**src/rtl/hovalaag_io_port.sv**
```systemverilog
// hovalaag_io_port: host-side responder for the Hovalaag CPU IN/OUT channels.
// Four register-based circular FIFOs: index 0 = IN1, 1 = IN2, 2 = OUT1, 3 = OUT2.
// Optional feature macro: HOVALAAG_IO_LEVEL_EN adds per-FIFO occupancy outputs.
//
// Handshakes: a host enqueue happens on in_wr_valid & in_wr_ready, and a host
// dequeue happens on out_rd_ready & out_rd_valid. Ready and valid never depend
// on the partner's valid or ready, only on registered FIFO state and the
// channel select. CPU-side pops (INn_adv) and captures (OUT_valid) are
// unconditional strobes: a pop on an empty FIFO or a capture into a full FIFO
// sets a sticky error bit.
module hovalaag_io_port #(
  parameter int DEPTH_LOG2 = 4
) (
  input  logic        clk,
  input  logic        rst,
  input  logic [11:0] in_wr_data,
  input  logic        in_wr_sel,
  input  logic        in_wr_valid,
  output logic        in_wr_ready,
  output logic [11:0] IN1,
  input  logic        IN1_adv,
  output logic [11:0] IN2,
  input  logic        IN2_adv,
  input  logic [11:0] OUT,
  input  logic        OUT_valid,
  input  logic        OUT_select,
  input  logic        out_rd_sel,
  input  logic        out_rd_ready,
  output logic        out_rd_valid,
  output logic [11:0] out_rd_data,
  output logic [1:0]  underflow,
  output logic [1:0]  overflow,
  input  logic        err_clr
`ifdef HOVALAAG_IO_LEVEL_EN
  ,
  output logic [DEPTH_LOG2:0] in1_level,
  output logic [DEPTH_LOG2:0] in2_level,
  output logic [DEPTH_LOG2:0] out1_level,
  output logic [DEPTH_LOG2:0] out2_level
`endif
);

  localparam int DEPTH = 1 << DEPTH_LOG2;
  localparam int PW    = DEPTH_LOG2 + 1;

  // Full is "same slot index, opposite wrap bit".
  localparam logic [PW-1:0] WRAP_BIT = {1'b1, {DEPTH_LOG2{1'b0}}};

  logic [11:0]   mem [4][DEPTH];
  logic [PW-1:0] wp [4];
  logic [PW-1:0] rp [4];

  logic [3:0]  empty;
  logic [3:0]  full;
  logic [3:0]  push;
  logic [3:0]  pop;
  logic [11:0] head  [4];
  logic [11:0] wdata [4];
  logic [1:0]  uf_set;
  logic [1:0]  of_set;

  // Per-FIFO status and head word; an empty FIFO presents zero.
  always_comb begin
    for (int i = 0; i < 4; i++) begin
      empty[i] = (wp[i] == rp[i]);
      full[i]  = (wp[i] == (rp[i] ^ WRAP_BIT));
      head[i]  = empty[i] ? 12'h000 : mem[i][rp[i][DEPTH_LOG2-1:0]];
    end
  end

  // Push/pop decisions and error events, all from registered state.
  always_comb begin
    wdata[0] = in_wr_data;
    wdata[1] = in_wr_data;
    wdata[2] = OUT;
    wdata[3] = OUT;

    pop[0]  = IN1_adv & ~empty[0];
    pop[1]  = IN2_adv & ~empty[1];
    pop[2]  = out_rd_ready & ~out_rd_sel & ~empty[2];
    pop[3]  = out_rd_ready &  out_rd_sel & ~empty[3];

    push[0] = in_wr_valid & ~in_wr_sel & ~full[0];
    push[1] = in_wr_valid &  in_wr_sel & ~full[1];
    // A same-cycle host dequeue frees a slot in a full output FIFO.
    push[2] = OUT_valid & ~OUT_select & (~full[2] | pop[2]);
    push[3] = OUT_valid &  OUT_select & (~full[3] | pop[3]);

    uf_set  = {IN2_adv & empty[1], IN1_adv & empty[0]};
    of_set  = {OUT_valid &  OUT_select & full[3] & ~pop[3],
               OUT_valid & ~OUT_select & full[2] & ~pop[2]};
  end

  // Pointer registers; reset empties every FIFO at once.
  always_ff @(posedge clk or posedge rst) begin
    if (rst) begin
      for (int i = 0; i < 4; i++) begin
        wp[i] <= '0;
        rp[i] <= '0;
      end
    end else begin
      for (int i = 0; i < 4; i++) begin
        if (push[i]) wp[i] <= wp[i] + 1'b1;
        if (pop[i])  rp[i] <= rp[i] + 1'b1;
      end
    end
  end

  // Storage writes; contents need no reset because the pointers gate visibility.
  always_ff @(posedge clk) begin
    for (int i = 0; i < 4; i++) begin
      if (push[i]) mem[i][wp[i][DEPTH_LOG2-1:0]] <= wdata[i];
    end
  end

  // Sticky error flags; a new event in the clearing cycle survives the clear.
  always_ff @(posedge clk or posedge rst) begin
    if (rst) begin
      underflow <= 2'b00;
      overflow  <= 2'b00;
    end else begin
      underflow <= (err_clr ? 2'b00 : underflow) | uf_set;
      overflow  <= (err_clr ? 2'b00 : overflow)  | of_set;
    end
  end

  assign IN1          = head[0];
  assign IN2          = head[1];
  assign in_wr_ready  = in_wr_sel ? ~full[1] : ~full[0];
  assign out_rd_valid = out_rd_sel ? ~empty[3] : ~empty[2];
  assign out_rd_data  = out_rd_sel ? head[3] : head[2];

`ifdef HOVALAAG_IO_LEVEL_EN
  // Occupancy is the pointer distance, modulo the pointer range.
  assign in1_level  = wp[0] - rp[0];
  assign in2_level  = wp[1] - rp[1];
  assign out1_level = wp[2] - rp[2];
  assign out2_level = wp[3] - rp[3];
`endif

endmodule
```
**config.mk**
```make
export PLATFORM = sky130hd
export DESIGN_NAME = hovalaag_io_port
export DESIGN_NICKNAME = d
export VERILOG_FILES = /design/src/rtl/hovalaag_io_port.sv
export SDC_FILE = /design/constraint.sdc
export NUM_CORES = 1
export LEC_CHECK = 0
export CELL_PAD_IN_SITES_DETAIL_PLACEMENT = 1
export CELL_PAD_IN_SITES_GLOBAL_PLACEMENT = 2
export CORE_MARGIN = 4
export CORE_UTILIZATION = 46
export CTS_BUF_LIST = sky130_fd_sc_hd__clkbuf_4
export CTS_CLUSTER_DIAMETER = 100
export DETAILED_ROUTE_END_ITERATION = 8
export MAX_ROUTING_LAYER = met4
export PLACE_DENSITY_LB_ADDON = 0.1
export SLEW_MARGIN = 5
export SYNTH_ARGS = -nofsm -noshare
export SYNTH_HDL_FRONTEND = slang
export SYNTH_SLANG_ARGS = --single-unit
export TNS_END_PERCENT = 30
```
**constraint.sdc**
```tcl
create_clock -name clk -period 2.8 [get_ports clk]
set_input_delay 0.56 -clock clk [delete_from_list [all_inputs] [get_ports clk]]
set_output_delay 0.56 -clock clk [all_outputs]
set_load 0.05 [all_outputs]
```
==> impl_metrics.yaml <==
critical_path:
  r2r_start: "rp[7]"
  end_kind: "output port"
  required_ns: 2.24
  cp_cell_sequence: "buf_12 > mux4_2 > mux2i_1 > buf_4 > a211o_1 > nand2_2 > buf_6"
  critPathSlowestCell: "mux4_2"
  startpoint: "rp[6]"
  cp.arrival_ns: 3.03
  max_stage_delay_ns: 0.55
  crit_type: "reg -> out"
  crit_fanout: 10
  worst_setup_path_start_kind: "register"
placement:
  dp_hpwl_um: 49200
  gp_congestion: 0.827
  dpl_worst_slack_ns: -0.0441
  io_buffers: 76
run_status:
  violations: "negative setup slack"
  status: "finished with violations"
routing:
  vias: 17300
  drtIter0Drc: 1249
  wl_um: 81800
  viasPerCell: 5.53
  wire_per_inst_um: 26.2
  post-route-drc-count: 0
  final_antenna_net_count: 0
  firstDrtPassIters: 6
power:
  powerDensity_nw_per_um2: 1080
  ir_worst_vdd_mv: 1.11
  p_leak_nw: 13.8
sta:
  post-route-period-util: 1.28
  rsz0062_at_grt: "true"
  hold_violations: 0
  maxSlewViolCount: 0
  final.min_clock_period_ns: 3.59
  fmax_ghz: 0.279
  setup-violations-final: 38
  worst_pin_slew_ns: 0.658
  skew_ns: 0.0883
  maxSlewHeadroom: 0.560
  fin_ws_ns: -0.788
final_layout:
  final_nets: 2085
  syn_to_final_growth_pct: 23.8
  fin_util: 0.579
  drive_above_1_share: 0.413
yosys:
  syn_nets: 1689
  synthCells: 1634
  synthTopCellsByArea: "edfxtp_1, mux4_2, mux2i_1"
  synth_top_family_by_area: "multiplexers"
  synth-compound-area-share: 0.0366
  synth-simple-area-share: 0.0304
  synth_seq_cells: 812
  yosysUniqueCellTypes: 45
  ys_warn_count: 0
  ys_seq_area_frac: 0.747
  synth_top_area_frac: 0.713
  muxShareOfSynthArea: 0.146
  synth_area_leader_cell: "edfxtp_1"
  synth_xor_xnor_area_share: 0.0144
  synth-adder-area-share: 0.00774
  synth_edf_count: 768
  synthArstFlopShare: 0.0542
  syn_area_um2: 32300
  ys_dominant_reg_cell: "edfxtp_1"
  post_synth.cell_area_avg_um2: 19.8
floorplanning:
  initial_core_util: 0.468
  ios: 77
  core_area_um2: 69200
  dieArea_um2: 74600
  fp.dieW_um: 273
  die_h_um: 273
  placementRows: 96
grt:
  met3_usage: 0.0518
  grt_pass1_wl_um: 123000
  grt_pass1_vias: 18700
  track_usage: 0.231
  grt_util_met2: 0.362
  gr-total-overflow: 0
  antenna_found_initial: 3
  busiest_layer: "met2"
  grt_max_degree: 45
  grt.met1_usage: 0.308
cts:
  h-tree-depth: 4
  clk_latency_ns: 1.09
  clk_pin_slew_ns: 0.07
  cts_buffer_depth: 3
  cts_tree: "done"
  cts_root_buf: "clkbuf_4"
  cts.sinks: 812
  cts_buffers: 206
hold_path:
  min_from: "OUT_valid"
  hold_path_class: "in -> reg"
flow_run:
  max_cap_violations: 0
final timing paths:
kind                            depth (start not counted)         endpoint  slack [ns]
max in group asynchronous                               4            wp[0]        2.00
worst max register to register                          7       mem[2][44]        0.12
worst min-delay path                                    3      overflow[1]        0.17
min in group asynchronous                               4           wp[10]        0.43
worst min register to register                          1            rp[9]        0.49
worst max-delay path                                    7  out_rd_data[10]       -0.79
cells by family after synthesis:
| logic type | Yosys count |
|---|---|
| muxes | 292 |
| xor gates and xnor gates | 53 |
| DFF | 812 |
| adders and majority gates | 20 |
| AOI/OAI and AO/OA | 163 |
| buffers and inverters | 114 |
| and+or+nand+nor | 180 |
worst max-delay path: cells and delay by family, from the launching register on:
kind,cells,cell delay (ns)
muxes,2,0.75
and+or+nand+nor,1,0.08
DFF,1,0.43
buffers and inverters,3,0.49
AOI/OAI and AO/OA,1,0.19
registers in the layout, indices dropped and copies added (netlist names):
signal     flops
rp            20
overflow       2
wp            20
underflow      2
mem          768
repair_timing:
item / CTS / global route
pin swaps: 38 / 43
buffers inserted: 35 / 16
gates resized for setup: 222 / 60
hold endpoints to repair: 44 / 0
setup endpoints to repair: 42 / 39
hold buffers: 1 / 0
cloned: 11 / 3
placed cells by master (no fill, tap or decap), drive strengths merged, types with 3 or more instances in the layout:
cell type      instances
edfxtp               768
dlygate4sd2            4
nand4                  7
mux2i                144
xnor2                 28
a211o                 24
xor2                  25
nand2b                 3
nor2                  21
clkdlybuf4s50         34
nor3b                  6
o21ai                  8
mux4                 144
clkbuf               311
mux2                   4
a211oi                48
and3b                  4
and3                  35
diode                  8
nand2                 40
and2                   5
ha                    20
buf                  242
nor2b                 33
a22oi                 48
a21oi                 27
nor3                  14
nand3                  4
dfrtp                 44
inv                   26
clkinv                45
final cells by class:
type | count | area [um^2]
clock inverter | 56 | 293
timing repair buffer | 284 | 3360
sequential | 812 | 24200
inverter | 18 | 67.6
antenna | 8 | 20.0
clock buffer | 308 | 2310
multi-input combinational | 708 | 8650
fill | 6194 | 29100
tap | 931 | 1160
Yosys cell counts (14+ instances only):
library cell,instances
nor2b_1,33
buf_2,29
nor3_1,14
nor2_1,21
ha_1,20
dfrtp_1,44
mux4_2,144
a21oi_1,27
inv_1,18
and3_1,35
xor2_1,25
nand2_1,40
a211oi_1,48
buf_4,26
xnor2_1,28
a22oi_1,48
mux2i_1,144
clkbuf_1,32
a211o_1,24
edfxtp_1,768
power by group:
| part | leakage, nW | internal, mW | switching (mW) |
|---|---|---|---|
| sequential | 7.45 | 14.2 | 0.667 |
| clock | 1.56 | 5.12 | 4.77 |
| combinational | 4.83 | 8.26 | 10.1 |
| total | 13.8 | 27.6 | 15.6 |
through the flow:
stage | instance area [um^2] | hold slack, ns | power (mW) | instances | TNS, ns
floorplan | 32400 | 0.460 | 24.5 | 1634 | -4.51
global placement | 35400 | 0.474 | 29.8 | 2694 | -0.254
detailed placement | 35400 | 0.480 | 29.9 | 2694 | -1.91
CTS | 39700 | 0.0616 | 43.0 | 3103 | -31.74
global route | 40100 | 0.0484 | 45.3 | 3125 | -33.77
finish | 40100 | 0.168 | 43.2 | 3125 | -26.82
metal layers:
layer  part of all wire  vias to the layer above
li1                   -                     7586
met1               0.43                     9088
met2               0.50                      478
met3              0.052                      122
met4              0.019                        0
met5                  0                        -
No activity file was read; power rests on OpenSTA's default activity.
==> RTL change, RTL diff (same flow settings) <==
Change the parameter `DEPTH_LOG2` from 4 to 5.
--- a/src/rtl/hovalaag_io_port.sv
+++ b/src/rtl/hovalaag_io_port.sv
@@ -11,3 +11,3 @@
 module hovalaag_io_port #(
-  parameter int DEPTH_LOG2 = 4
+  parameter int DEPTH_LOG2 = 5
 ) (
Behaviour: same outputs for any inputs over 4 cycles, from zero or initial values and one cycle with rst high; that may be too few to reach the edited logic, so the function may still have changed.
==> RTL change against the unedited design <==
- worst setup slack worse by 610 ps
- power is 84% higher
- sequential cell count is 776 higher
- critical endpoint is now IN1[9]
- clock power is 94% higher
- the run still ends with setup timing left
- wire length is 100% higher
- highest routed layer unchanged
- largest power group unchanged
- final area is 93% higher
- largest cell class unchanged
- synthesized area is 93% higher
==> RTL change: results <==
status:
  status: "finished with violations"
  violations: "setup timing"
timing:
  setup_viol: 38
  finalWorstSetupSlack_ps: -1401
  fin_setup_tns_ps: -49260
  clock_skew_ps: 97.89
  tightest_slew_ps: 1077
  worst_hold_slack_ps: 181.4
global_route:
  grt_pass1_wl_mm: 241.9
  globalRouteTotalUtil_pct: 24.14
  antenna_found_initial: 4
  met2_usage_pct: 39.89
  use_met1_pct: 30.77
  grt_use_met3_pct: 4.798
  grt_max_degree: 65
  grt_pass1_vias: 35887
synth:
  synth-xor-area-share_pct: 0.9129
  synth-compound-area-share_pct: 1.908
  synthTopCellsByCount: "1536 x edfxtp_1, 352 x mux4_2, 176 x mux2i_1, 176 x nor2_1, 58 x buf_2"
  synthArstFlopShare_pct: 3.275
  synth_area_leaders: "edfxtp_1 74%, mux4_2 13%, mux2i_1 2.8%"
  synth_mux_area_share_pct: 16.42
  ys_seq_area_share_pct: 76.05
  ys_types: 58
  synth_edf_count: 1536
  synth_nets: 2978
routing:
  wl_met2_mm: 85.16
  via_per_inst: 5.598
  first_iter_violations: 2699
  m1WireLength_mm: 66.76
  wl_per_cell_um: 28.04
  highest_layer: "met4"
  met3WireLength_mm: 8.695
power_and_ir_drop:
  peakVddDrop_v: 0.001762
  p_leak_nw: 26.22
setup_path:
  max_stage_delay_ps: 510
  regToRegStartpoint: "rp[18]$_DFFE_PP0P_"
  slowest_stage: "dfrtp_4"
  worstRegToRegCells: 11
  reg2reg_to: "mem[0][13]$_DFFE_PP_"
  critical_path_peak_fanout: 8
final_layout:
  largest_register_ffs: 1536
  final_layout_size_suffix_gt1_share_pct: 43.51
hold_path:
  hold_start: "in_wr_sel"
  holdPathStages: 5
  min_to: "wp[22]$_DFFE_PP0P_"
place:
  gp_congestion: 0.8255
  dp_hpwl_mm: 101.6
clock_tree:
  cts_sinks: 1588
  clk_latency_ps: 1340
  numCtsBuffers: 415
  clock_path_buffers: 4
  ctsHoldBuffers: 29
  cts-resized-gates: 265
  htreeDepth: 5
  post_cts_buffers: 44
[RTL change: cell count changes after synthesis, sizes merged, moves of 34 or more]
cell	delta
edfxtp	+768
mux4	+219
nor2	+155
o22ai	+51
buf	+50
a211oi	-44
nand3	+34
[RTL change: through the flow]
stage          area, µm²  power (mW)  utilization [%]  instances  setup WS [ps]
3_5_place_dp       69400       55.02            51.74       5065         -433.7
2_1_floorplan      62410       44.21                -       2923         -99.35
5_1_grt            77490       83.13            57.77       5866          -1576
6_report           77490       79.35            57.78       5868          -1401
4_1_cts            76560       78.60            57.08       5844          -1537
3_3_place_gp       69400       54.66            51.74       5065         -396.1
[RTL change: how the worst max path moves through the flow]
| stage | startpoint | end | slack, ps | depth (start not counted) |
|---|---|---|---|---|
| 6_report | rp[18]$_DFFE_PP0P_ | IN1[9] | -1400 | 8 |
| 4_1_cts | rp[0]$_DFFE_PP0P_ | out_rd_data[0] | -1540 | 8 |
| 2_1_floorplan | rp[6]$_DFFE_PP0P_ | out_rd_data[1] | -100 | 8 |
| 3_3_place_gp | out_rd_sel | mem[3][17]$_DFFE_PP_ | -400 | 9 |
| 5_1_grt | rp[0]$_DFFE_PP0P_ | out_rd_data[5] | -1580 | 9 |
| 3_5_place_dp | out_rd_sel | mem[3][22]$_DFFE_PP_ | -430 | 9 |
[RTL change: final cells by class]
cell class                      instances  area [µm²]
Timing Repair Buffer                  619        7492
Clock buffer                          579        4347
Antenna cell                            9       22.52
Tap cell                             1768        2212
Clock inverter                        125       639.4
Sequential cell                      1588       47460
Multi-Input combinational cell       1163       15250
Fill cell                           11739       56640
Inverter                               17       65.06
[RTL change: where the power goes]
group	internal (mW)	switching [mW]
Combinational	15.6	16.7
Sequential	27.1	0.697
Clock	9.96	9.27
